File: config.mk
export PLATFORM = sky130hd
export DESIGN_NAME = clkgen_multi
export DESIGN_NICKNAME = d
export VERILOG_FILES = /design/src/rtl/clkgen_pkg.sv /design/src/rtl/clkgen_channel.sv /design/src/rtl/clkgen_multi.sv
export SDC_FILE = /design/constraint.sdc
export NUM_CORES = 1
export LEC_CHECK = 0
export BUFFER_PORTS_ARGS = -buffer_cell sky130_fd_sc_hd__buf_2
export CORE_UTILIZATION = 59
export DETAILED_ROUTE_END_ITERATION = 8
export PLACE_DENSITY_LB_ADDON = 0.1
export SLEW_MARGIN = 40
export SYNTH_ARGS = -nofsm -noshare
export SYNTH_HDL_FRONTEND = slang
export SYNTH_SLANG_ARGS = --single-unit
File: constraint.sdc
create_clock -name clk -period 2.9 [get_ports clk]
set_input_delay 0.58 -clock clk [delete_from_list [all_inputs] [get_ports clk]]
set_output_delay 0.58 -clock clk [all_outputs]
set_load 0.02 [all_outputs]
File: src/rtl/clkgen_pkg.sv
// Shared types and defaults for the multi-channel clock-pattern generator.
package clkgen_pkg;

   typedef enum logic [1:0] {
      CH_IDLE = 2'd0,
      CH_RUN  = 2'd1,
      CH_DONE = 2'd2
   } ch_state_t;

   localparam int NUM_CH_DEF = 4;
   localparam int DIV_W_DEF  = 8;
   localparam int CNT_W_DEF  = 16;

   // A half-period of zero would never toggle; it behaves as one cycle.
   function automatic logic [31:0] clamp_half(input logic [31:0] half);
      return (half == '0) ? 32'd1 : half;
   endfunction

endpackage

File: src/rtl/clkgen_channel.sv
// One divided-clock channel: config registers, run state, phase and rise counters.
module clkgen_channel
   import clkgen_pkg::*;
#(
   parameter int DIV_W = DIV_W_DEF,
   parameter int CNT_W = CNT_W_DEF
) (
   input  logic             clk,
   input  logic             rst,
   input  logic             cfg_sel,
   input  logic [DIV_W-1:0] cfg_half,
   input  logic [CNT_W-1:0] cfg_limit,
   input  logic             en,
   output logic             clk_out,
   output logic             pos_stb,
   output logic             neg_stb,
   output logic [CNT_W-1:0] cyc_cnt,
   output logic             done
);

   ch_state_t        state_q, state_d;
   logic [DIV_W-1:0] phase_q, phase_d;
   logic [DIV_W-1:0] half_q, half_d;
   logic [CNT_W-1:0] limit_q, limit_d;
   logic [CNT_W-1:0] cnt_q, cnt_d;
   logic             clk_q, clk_d;
   logic             pos_q, pos_d;
   logic             neg_q, neg_d;
   logic             done_q, done_d;

   always_comb begin
      state_d = state_q;
      phase_d = phase_q;
      half_d  = half_q;
      limit_d = limit_q;
      cnt_d   = cnt_q;
      clk_d   = clk_q;
      pos_d   = 1'b0;
      neg_d   = 1'b0;
      unique case (state_q)
         CH_IDLE: begin
            if (cfg_sel) begin
               half_d  = DIV_W'(clamp_half(32'(cfg_half)));
               limit_d = cfg_limit;
            end
            if (en) begin
               state_d = CH_RUN;
               phase_d = '0;
               cnt_d   = '0;
            end
         end
         CH_RUN: begin
            // A stop request only takes effect while low, so a high pulse is never cut short.
            if (!en && !clk_q) begin
               state_d = CH_IDLE;
            end else if (phase_q == half_q - DIV_W'(1)) begin
               phase_d = '0;
               clk_d   = !clk_q;
               if (!clk_q) begin
                  pos_d = 1'b1;
                  cnt_d = cnt_q + CNT_W'(1);
               end else begin
                  neg_d = 1'b1;
                  if (!en) begin
                     state_d = CH_IDLE;
                  end else if (limit_q != '0 && cnt_q == limit_q) begin
                     state_d = CH_DONE;
                  end
               end
            end else begin
               phase_d = phase_q + DIV_W'(1);
            end
         end
         CH_DONE: begin
            if (!en) state_d = CH_IDLE;
         end
         default: state_d = CH_IDLE;
      endcase
      done_d = (state_d == CH_DONE);
   end

   always_ff @(posedge clk) begin
      if (rst) begin
         state_q <= CH_IDLE;
         phase_q <= '0;
         half_q  <= DIV_W'(1);
         limit_q <= '0;
         cnt_q   <= '0;
         clk_q   <= 1'b0;
         pos_q   <= 1'b0;
         neg_q   <= 1'b0;
         done_q  <= 1'b0;
      end else begin
         state_q <= state_d;
         phase_q <= phase_d;
         half_q  <= half_d;
         limit_q <= limit_d;
         cnt_q   <= cnt_d;
         clk_q   <= clk_d;
         pos_q   <= pos_d;
         neg_q   <= neg_d;
         done_q  <= done_d;
      end
   end

   assign clk_out = clk_q;
   assign pos_stb = pos_q;
   assign neg_stb = neg_q;
   assign cyc_cnt = cnt_q;
   assign done    = done_q;

endmodule

File: src/rtl/clkgen_multi.sv
// NUM_CH independent programmable divided clocks sharing one configuration port.
module clkgen_multi
   import clkgen_pkg::*;
#(
   parameter  int NUM_CH = NUM_CH_DEF,
   parameter  int DIV_W  = DIV_W_DEF,
   parameter  int CNT_W  = CNT_W_DEF,
   localparam int CH_W   = (NUM_CH > 1) ? $clog2(NUM_CH) : 1
) (
   input  logic                    clk,
   input  logic                    rst,
   input  logic                    cfg_we,
   input  logic [CH_W-1:0]         cfg_ch,
   input  logic [DIV_W-1:0]        cfg_half,
   input  logic [CNT_W-1:0]        cfg_limit,
   input  logic [NUM_CH-1:0]       en,
   output logic [NUM_CH-1:0]       clk_out,
   output logic [NUM_CH-1:0]       pos_stb,
   output logic [NUM_CH-1:0]       neg_stb,
   output logic [NUM_CH*CNT_W-1:0] cyc_cnt,
   output logic [NUM_CH-1:0]       done
);

   // Channel indices beyond NUM_CH-1 match no channel, so such writes are dropped.
   for (genvar i = 0; i < NUM_CH; i++) begin : g_ch
      logic sel;
      assign sel = cfg_we && (cfg_ch == CH_W'(i));

      clkgen_channel #(
         .DIV_W (DIV_W),
         .CNT_W (CNT_W)
      ) u_ch (
         .clk       (clk),
         .rst       (rst),
         .cfg_sel   (sel),
         .cfg_half  (cfg_half),
         .cfg_limit (cfg_limit),
         .en        (en[i]),
         .clk_out   (clk_out[i]),
         .pos_stb   (pos_stb[i]),
         .neg_stb   (neg_stb[i]),
         .cyc_cnt   (cyc_cnt[i*CNT_W +: CNT_W]),
         .done      (done[i])
      );
   end

endmodule

Word-level counts from Yosys, hierarchy flattened
Index checks and enable logic that the tools add are counted.
{"block": "totals", "word_cells": 230, "register_bits": 216, "in_bits": 33, "out_inout_bits": 80}
{"block": "classes", "reduce_logical": 54, "mux": 77, "n_bitwise": 12, "n_eq_ne": 39, "addsub": 12}
{"op": "$mux 16", "n": 16}
{"op": "$pmux 16 s2", "n": 4}
{"op": "$mux 8", "n": 13}
{"op": "$add 16x1->16 const B", "n": 4}
{"op": "$eq 16x16->1", "n": 4}
{"op": "$pmux 8 s2", "n": 4}
{"op": "$reduce_bool 16->1", "n": 4}
{"op": "$mux 2", "n": 28}
{"op": "$add 8x1->8 const B", "n": 4}
{"op": "$eq 8x8->1", "n": 4}
{"op": "$sub 8x1->8 const B", "n": 4}
{"op": "$ne 2x2->1 const B", "n": 12}
{"op": "$pmux 2 s3", "n": 4}
{"op": "$reduce_and 3->1", "n": 8}
{"op": "$eq 2x2->1 const B", "n": 10}
{"op": "$reduce_and 5->1", "n": 4}
{"op": "$reduce_or 4->1", "n": 4}
{"op": "$logic_and 1x1->1", "n": 12}
{"op": "$not 1->1", "n": 12}
{"op": "$eq 2x1->1 const B", "n": 5}
{"op": "$logic_not 2->1", "n": 5}
{"op": "$logic_not 1->1", "n": 8}
{"op": "$logic_not 8->1", "n": 1}
{"op": "$mux 1", "n": 8}
{"op": "other kinds (3)", "n": 12}

Depth between registers and ports, before layout
Gate-level depths: netlist of run 1.
{"block": "depth", "ltp_word": 9, "mapped_depth": 12, "mapped_depth_nobuf": 9}

By module
A second synthesis of run 1 with hierarchy kept.
{"block": "unflattened", "cells_unflattened": 1372, "hier_area_um2": 11208.2}
{"mod": "clkgen_channel", "n_inst": 4, "seq_area_each_um2": 1081.0, "cells_per_inst": 342, "area_each_um2": 2792.7}
{"mod": "clkgen_multi", "n_inst": 1, "seq_area_each_um2": 0.0, "cells_per_inst": 4, "area_each_um2": 37.5}

Least setup slack after synthesis of run 1
OpenSTA, ideal clock, no wires.
{"block": "synth_path", "path_type": "register -> register", "startpoint": "register g_ch[3].u_ch.half_q[2]", "endpoint": "register g_ch[3].u_ch.cnt_q[14]", "synth_period_minus_slack_ps": 2672, "path_buffers": 2, "required_ps": 2830, "stages_incl_launch_ff": 10, "setup_ps": 70, "t_arrival_ps": 2601, "setup_slack_ps": 228, "cell_sequence": "dfxtp_1 > buf_2 > nor3_1 > nand3b_1 > xnor2_1 > nor4_2 > a41oi_1 > clkbuf_1 > or4b_2 > a21oi_1"}
{"block": "synth_between", "elab_chain_cells": 4}
{"element": "start: declaration", "line": "clkgen_channel.sv:23", "rtl": "logic [DIV_W-1:0] half_q, half_d;"}
{"element": "start signal: assignment", "line": "clkgen_channel.sv:96", "rtl": "half_q <= half_d;"}
{"element": "$sub 8x1->8", "line": "clkgen_channel.sv:56", "rtl": "end else if (phase_q == half_q - DIV_W'(1)) begin"}
{"element": "$eq 8x8->1", "line": "clkgen_channel.sv:56"}
{"element": "$ne 2x1->1 (no source line)"}
{"element": "$reduce_and 5->1 (no source line)"}
{"element": "end signal: assignment", "line": "clkgen_channel.sv:98", "rtl": "cnt_q <= cnt_d;"}
{"element": "end: declaration", "line": "clkgen_channel.sv:25", "rtl": "logic [CNT_W-1:0] cnt_q, cnt_d;"}
No other way between the ends.
A chain may end at the register's enable or synchronous reset.

Worst setup path after layout of run 1
{"block": "layout_path", "startpoint": "register g_ch[1].u_ch.half_q[0]", "endpoint": "register g_ch[1].u_ch.cnt_q[10]"}
{"block": "layout_between", "elab_chain_cells": 4}
{"element": "start: declaration", "line": "clkgen_channel.sv:23"}
{"element": "start signal: assignment", "line": "clkgen_channel.sv:96"}
{"element": "$sub 8x1->8", "line": "clkgen_channel.sv:56"}
{"element": "$eq 8x8->1", "line": "clkgen_channel.sv:56"}
{"element": "$ne 2x1->1 (no source line)"}
{"element": "$reduce_and 5->1 (no source line)"}
{"element": "end signal: assignment", "line": "clkgen_channel.sv:98"}
{"element": "end: declaration", "line": "clkgen_channel.sv:25"}
No other way between the ends.

==> flow_metrics.py, run 1 <==
metrics = {
    "status": {
        "outcome": "finished, final reports clean",
    },
    "min_path": {
        "min_from": "en[2]",
        "min-delay-path-class": "input port to flip-flop",
    },
    "synth": {
        "ys_warn_count": 0,
        "async_reset_ff_share_pct": 0,
        "synthesis.area_mm2": 0.01085,
        "yosys_most_used_dff": "sky130_fd_sc_hd__dfxtp_1",
        "synth_enable_flop_cells": 0,
        "synth_fp_nets": 1396,
        "yosysUniqueCellTypes": 70,
        "netlist_instances": 1351,
        "synth-seq-cells": 216,
        "synth_area_per_cell_um2": 8.034,
        "seq_area_frac_synth_pct": 39.84,
    },
    "global_routing": {
        "grt.total_usage_pct": 28.80,
        "grt_start_max_net_pins": 62,
        "grt_pass1_wl_um": 43700,
        "vias_in_the_first_global_route": 8606,
        "grt.overflow.total": 0,
        "grt_antenna_before_repair": 0,
    },
    "critical_path": {
        "critical_path.reg2reg.startpoint": "g_ch[1].u_ch.half_q[0]",
        "cp.required_ns": 3.34,
        "worstPathMaxFanout": 7,
        "worstSetupEndpointType": "flip-flop",
        "worst_setup_path_category": "flip-flop to flip-flop",
        "arrival_ns": 3.13,
        "worst_setup_path_start_kind": "flip-flop",
        "setup.worst_path.start": "g_ch[1].u_ch.half_q[0]",
    },
    "power_and_ir_drop": {
        "leakage_nw": 4.619,
        "vdd_ir_drop_max_v": 0.0005108,
        "power-per-cell-area_mw_per_mm2": 554.2,
    },
    "place": {
        "detailedPlacementHpwl_um": 19370,
        "portBuffers": 112,
        "finalWeightedCongestion": 0.8784,
    },
    "timing": {
        "layout_min_cycle_time_ns": 2.696,
        "post-route-period-util_pct": 92.98,
        "worst_clock_skew_ns": 0.01109,
        "final.setup.tns_ns": 0,
        "grt_setup_unrepaired": "no",
        "pins_over_slew_limit": 0,
        "report.final.setup_viol": 0,
        "worstMarginPinSlew_ns": 0.7911,
        "max_freq_mhz": 370.9,
        "final_report_hold_violation_count": 0,
        "worst_slew_margin_rel_pct": 47.26,
    },
    "detailed_routing": {
        "drt_first_iter_violations": 679,
        "detail-route-antenna-nets": 0,
        "drt_wl_total_um": 27450,
        "drcViolationCount": 0,
        "routed_via_density": 5.853,
        "detail_route.wl_per_cell_um": 16.38,
        "drt_first_pass_iters": 5,
        "route.vias.total": 9809,
    },
    "floorplan": {
        "io_pins": 113,
        "die_height_um": 137.6,
        "die-width_um": 137.6,
        "rows": 49,
        "fp.coreArea_mm2": 0.01802,
        "die_footprint_mm2": 0.01894,
        "floorplan.initialDensity_pct": 60.22,
    },
    "cts": {
        "number_of_cts_inserted_buffers": 24,
        "ctsRootBufferMaster": "sky130_fd_sc_hd__clkbuf_16",
        "cts_tree": "built",
        "ctsHtreeMaxLevel": 1,
        "clock_path_buffers": 3,
        "clk_pin_slew_ns": 0.06,
        "clock-sinks": 216,
        "clock_latency_reported_for_the_late_side_of_the_worst_skew_pair_ns": 0.51,
        "cts_setup_buffers": 0,
    },
    "finish": {
        "proportion_of_layout_cells_with_a_drive_suffix_above_1_pct": 13.82,
        "mostFrequentLayoutCell": "sky130_fd_sc_hd__nand2_1",
        "finalNetCount": 1476,
        "layout.cells.most_common_list": "sky130_fd_sc_hd__nand2_1 (251), sky130_fd_sc_hd__dfxtp_1 (216), sky130_fd_sc_hd__a21oi_1 (158), sky130_fd_sc_hd__buf_2 (111), sky130_fd_sc_hd__nor2_1 (78)",
        "post-route-util_pct": 68.36,
        "flow.area_growth_from_synthesis_pct": 13.52,
        "diodes": 0,
    },
    "run": {
        "max_cap_viol_count": 0,
    },
}
Yosys cell counts (all sizes together) (7+ instances only):
| cell type | count | area (µm²) |
|---|---|---|
| mux2i | 8 | 80.08 |
| a31oi | 8 | 50.05 |
| dfxtp | 216 | 4324 |
| xnor2 | 75 | 656.9 |
| and3 | 14 | 87.58 |
| nand2 | 251 | 942.2 |
| nor2 | 79 | 299.0 |
| a21oi | 158 | 790.8 |
| xor2 | 52 | 455.4 |
| ha | 12 | 150.1 |
| nor4 | 30 | 209.0 |
| and4 | 7 | 61.31 |
| or3 | 20 | 125.1 |
| or4 | 31 | 240.2 |
| nand4 | 40 | 250.2 |
| o31ai | 23 | 172.7 |
| nand2b | 13 | 81.33 |
| buf | 24 | 175.2 |
| and2 | 9 | 58.81 |
| clkbuf | 54 | 202.7 |
| or2 | 7 | 43.79 |
| o211ai | 12 | 103.9 |
| nor2b | 10 | 62.56 |
| o21ai | 35 | 175.2 |
| inv | 28 | 105.1 |
| nor3 | 30 | 161.4 |
| nand3 | 35 | 175.2 |
state kept, by name, indices dropped and copies added, names as in the netlist:
name               count
g_ch.u_ch.clk_out      4
g_ch.u_ch.cyc_cnt     64
g_ch.u_ch.done         4
g_ch.u_ch.half_q      32
g_ch.u_ch.limit_q     64
g_ch.u_ch.neg_stb      4
g_ch.u_ch.phase_q     32
g_ch.u_ch.pos_stb      4
g_ch.u_ch.state_q      8
critical path: stages, from the launching register on:
cell                       delay (ns)
sky130_fd_sc_hd__dfxtp_1         0.39
sky130_fd_sc_hd__inv_1           0.07
sky130_fd_sc_hd__ha_1            0.22
sky130_fd_sc_hd__nor2b_1         0.16
sky130_fd_sc_hd__or3_1           0.35
sky130_fd_sc_hd__a31oi_1         0.25
sky130_fd_sc_hd__and4_1          0.22
sky130_fd_sc_hd__a32oi_1         0.14
sky130_fd_sc_hd__clkbuf_2        0.22
sky130_fd_sc_hd__or4_1           0.47
sky130_fd_sc_hd__a21oi_1         0.14
what timing repair did:
item / CTS / global route
gates resized for setup: 0 / 1
hold buffers: 0 / 0
endpoints found under the setup margin: 0 / 2
report_power, final:
| group | switching, mW | total, mW | internal (mW) |
|---|---|---|---|
| combinational | 0.400 | 0.629 | 0.229 |
| clock | 1.19 | 3.10 | 1.91 |
| sequential | 0.0761 | 3.10 | 3.03 |
| total | 1.66 | 6.83 | 5.16 |
cells by family (layout without fill, tap and decap cells):
logic type      Yosys count  after routing  synth area share (%)
compound gates          275            275                 15.07
simple gates            606            606                 28.17
fa+ha+maj                12             12                 1.383
buf+inv                 106            202                 4.450
flops                   216            216                 39.84
xor+xnor                127            127                 10.25
mux                       9              9                0.8415
routing by layer:
layer	part of all wire [%]	global-route usage (%)	up-vias	routed length, µm
met1	47	41.26	4581	12780
li1	-	-	4923	-
met4	2.7	8.364	0	745
met3	5.5	3.127	51	1518
met2	45	45.34	254	12410
met5	0	0	-	0
final cells by class:
type	count	area, µm²
inverter	28	105.1
tap	229	286.5
fill	1555	5703
timing repair buffer	132	710.7
clock inverter	3	43.79
multi-input combinational	1029	6073
sequential	216	4324
clock buffer	39	778.2
stage by stage:
| step | area, µm² | hold WS, ns | power (mW) | setup WS, ns | std cells |
|---|---|---|---|---|---|
| after global placement | 11490 | 0.4615 | 3.775 | 0.2029 | 1633 |
| after detailed placement | 11490 | 0.4662 | 3.786 | 0.1759 | 1633 |
| after global routing | 12320 | 0.3482 | 7.050 | 0.02424 | 1676 |
| after CTS | 12310 | 0.3456 | 6.858 | 0.1255 | 1675 |
| after floorplan | 10850 | 0.4496 | 3.600 | 0.2281 | 1351 |
| final | 12320 | 0.3570 | 6.828 | 0.2037 | 1676 |
final timing paths:
check / end / slack (ns) / cells after the start
worst max register to register: g_ch[1].u_ch.cyc_cnt[10] / 0.20 / 10
worst max-delay path: g_ch[1].u_ch.cyc_cnt[10] / 0.20 / 10
worst min-delay path: g_ch[2].u_ch.state_q[1] / 0.36 / 2
worst min register to register: g_ch[3].u_ch.half_q[7] / 0.47 / 2
Note: power is estimated with default switching activity, not from simulation.
==> run 2: changes to the inputs <==
--- a/config.mk
+++ b/config.mk
@@ -8,6 +8,7 @@
 export BUFFER_PORTS_ARGS = -buffer_cell sky130_fd_sc_hd__buf_2
 export CORE_UTILIZATION = 59
 export DETAILED_ROUTE_END_ITERATION = 8
+export MAX_ROUTING_LAYER = met4
 export PLACE_DENSITY_LB_ADDON = 0.1
 export SLEW_MARGIN = 40
 export SYNTH_ARGS = -nofsm -noshare
==> flow_metrics.py, run 2 (synthesized netlist as in run 1, its figures left out) <==
metrics = {
    "status": {
        "outcome": "finished, final reports clean",
    },
    "timing": {
        "worst_slew_margin_rel_pct": 47.01,
        "post-route-period-util_pct": 92.71,
        "max_freq_mhz": 372.0,
        "final.setup.tns_ns": 0,
        "pins_over_slew_limit": 0,
        "report.final.setup_viol": 0,
        "worst_clock_skew_ns": 0.01293,
        "worstMarginPinSlew_ns": 0.7948,
        "final_report_hold_violation_count": 0,
        "grt_setup_unrepaired": "no",
        "layout_min_cycle_time_ns": 2.689,
        "post-route-worst-setup-slack_ns": 0.2115,
    },
    "place": {
        "count_of_placed_standard_cells_including_taps": 1633,
        "finalWeightedCongestion": 0.8929,
        "post-place-ws_ns": 0.1759,
        "detailedPlacementHpwl_um": 19370,
        "portBuffers": 112,
    },
    "detailed_routing": {
        "route.vias.total": 9814,
        "drcViolationCount": 0,
        "drt_first_pass_iters": 5,
        "drt_first_iter_violations": 662,
        "drt_wl_total_um": 27460,
        "routed_via_density": 5.856,
        "detail-route-antenna-nets": 0,
        "detail_route.wl_per_cell_um": 16.38,
    },
    "finish": {
        "diodes": 0,
        "proportion_of_layout_cells_with_a_drive_suffix_above_1_pct": 13.82,
        "mostFrequentLayoutCell": "sky130_fd_sc_hd__nand2_1",
        "finalNetCount": 1476,
        "fillerInstances": 1555,
        "layout.cells.most_common_list": "sky130_fd_sc_hd__nand2_1 (251), sky130_fd_sc_hd__dfxtp_1 (216), sky130_fd_sc_hd__a21oi_1 (158), sky130_fd_sc_hd__buf_2 (111), sky130_fd_sc_hd__nor2_1 (78)",
        "post_layout_nonfiller_instances": 1676,
        "flow.area_growth_from_synthesis_pct": 13.52,
        "post-route-util_pct": 68.36,
    },
    "critical_path": {
        "worst_setup_path_start_kind": "flip-flop",
        "r2r.worst_path.cells": 10,
        "worstSetupEndpointType": "flip-flop",
        "r2r_end": "g_ch[1].u_ch.cyc_cnt[10]",
        "critical_path.reg2reg.startpoint": "g_ch[1].u_ch.half_q[0]",
        "arrival_ns": 3.13,
        "cp.required_ns": 3.34,
        "worst_setup_path_category": "flip-flop to flip-flop",
        "worst-r2r-setup-slack_ns": 0.21,
        "worstPathMaxFanout": 7,
    },
    "floorplan": {
        "floorplan.initialDensity_pct": 60.22,
        "die_height_um": 137.6,
        "rows": 49,
        "die-width_um": 137.6,
        "die_footprint_mm2": 0.01894,
        "fp.coreArea_mm2": 0.01802,
        "io_pins": 113,
    },
    "cts": {
        "clock_path_buffers": 3,
        "ctsRootBufferMaster": "sky130_fd_sc_hd__clkbuf_16",
        "number_of_cts_inserted_buffers": 24,
        "clk_pin_slew_ns": 0.06,
        "clock-sinks": 216,
        "ctsHoldBuffers": 0,
        "clock_latency_reported_for_the_late_side_of_the_worst_skew_pair_ns": 0.52,
        "ctsHtreeMaxLevel": 1,
        "cts_tree": "built",
        "cts_setup_buffers": 0,
    },
    "global_routing": {
        "grt_antenna_before_repair": 0,
        "vias_in_the_first_global_route": 8589,
        "grt.total_usage_pct": 29.69,
        "grt.overflow.total": 0,
        "grt_start_max_net_pins": 62,
        "grt_pass1_wl_um": 43750,
    },
    "power_and_ir_drop": {
        "vdd_ir_drop_max_v": 0.0005137,
        "power-per-cell-area_mw_per_mm2": 554.7,
        "total_power_mw": 6.835,
        "leakage_nw": 4.619,
    },
    "run": {
        "max_cap_viol_count": 0,
    },
    "min_path": {
        "hold-path-endpoint": "g_ch[2].u_ch.state_q[1]",
        "min_from": "en[2]",
        "timing.hold.worst_path_depth": 2,
        "min-delay-path-class": "input port to flip-flop",
    },
}
==> run 2: cell counts in the layout (fill, tap and decap cells not counted) <==
No cell type changed its count.
==> run 2: area by class of cell <==
cell class	count	area, µm²	share of cell area, %
sequential	216	4324	35.09
clock buffer	39	778.2	6.316
clock inverter	3	43.79	0.3554
timing repair buffer	132	710.7	5.768
inverter	28	105.1	0.8530
multi-input combinational	1029	6073	49.29
tap	229	286.5	2.325
==> run 2: what timing repair did <==
item	in CTS	in global routing
resized for setup	0	1
endpoints found under the setup margin	0	2
hold endpoints to repair	0	0
==> run 2: worst max-delay path by stage <==
stage,startpoint,end,slack (ns),cells past startpoint
after floorplan,g_ch[3].u_ch.half_q[2],g_ch[3].u_ch.cyc_cnt[14],0.23,9
after global placement,g_ch[2].u_ch.half_q[0],g_ch[2].u_ch.done,0.20,9
after detailed placement,g_ch[2].u_ch.half_q[0],g_ch[2].u_ch.state_q[1],0.18,9
after CTS,g_ch[2].u_ch.half_q[0],g_ch[2].u_ch.done,0.13,9
after global routing,g_ch[1].u_ch.half_q[0],g_ch[1].u_ch.cyc_cnt[10],0.02,10
final,g_ch[1].u_ch.half_q[0],g_ch[1].u_ch.cyc_cnt[10],0.21,10
==> run 2: through the flow <==
step	hold WS, ns	cell area [µm²]
CTS	0.3456	12310
global placement	0.4615	11490
floorplan	0.4496	10850
finish	0.3576	12320
global route	0.3482	12320
detailed placement	0.4662	11490
==> run 2: routing by layer <==
layer | track usage [%] | part of all wire (%)
met2 | 45.25 | 46
met1 | 41.49 | 46
met3 | 3.091 | 5.9
met4 | 8.364 | 2.6
met5 | - | 0
==> run 2: power breakdown <==
part / internal (mW) / total, mW / switching [mW]
clock: 1.91 / 3.10 / 1.19
sequential: 3.03 / 3.10 / 0.0758
combinational: 0.229 / 0.629 / 0.400
==> run 2: critical path, stage by stage, from the launching register on <==
cell and delay [ns]:
sky130_fd_sc_hd__dfxtp_1 0.39, sky130_fd_sc_hd__inv_1 0.07, sky130_fd_sc_hd__ha_1 0.22, sky130_fd_sc_hd__nor2b_1 0.16
sky130_fd_sc_hd__or3_1 0.35, sky130_fd_sc_hd__a31oi_1 0.25, sky130_fd_sc_hd__and4_1 0.22, sky130_fd_sc_hd__a32oi_1 0.13
sky130_fd_sc_hd__clkbuf_2 0.21, sky130_fd_sc_hd__or4_1 0.47, sky130_fd_sc_hd__a21oi_1 0.14
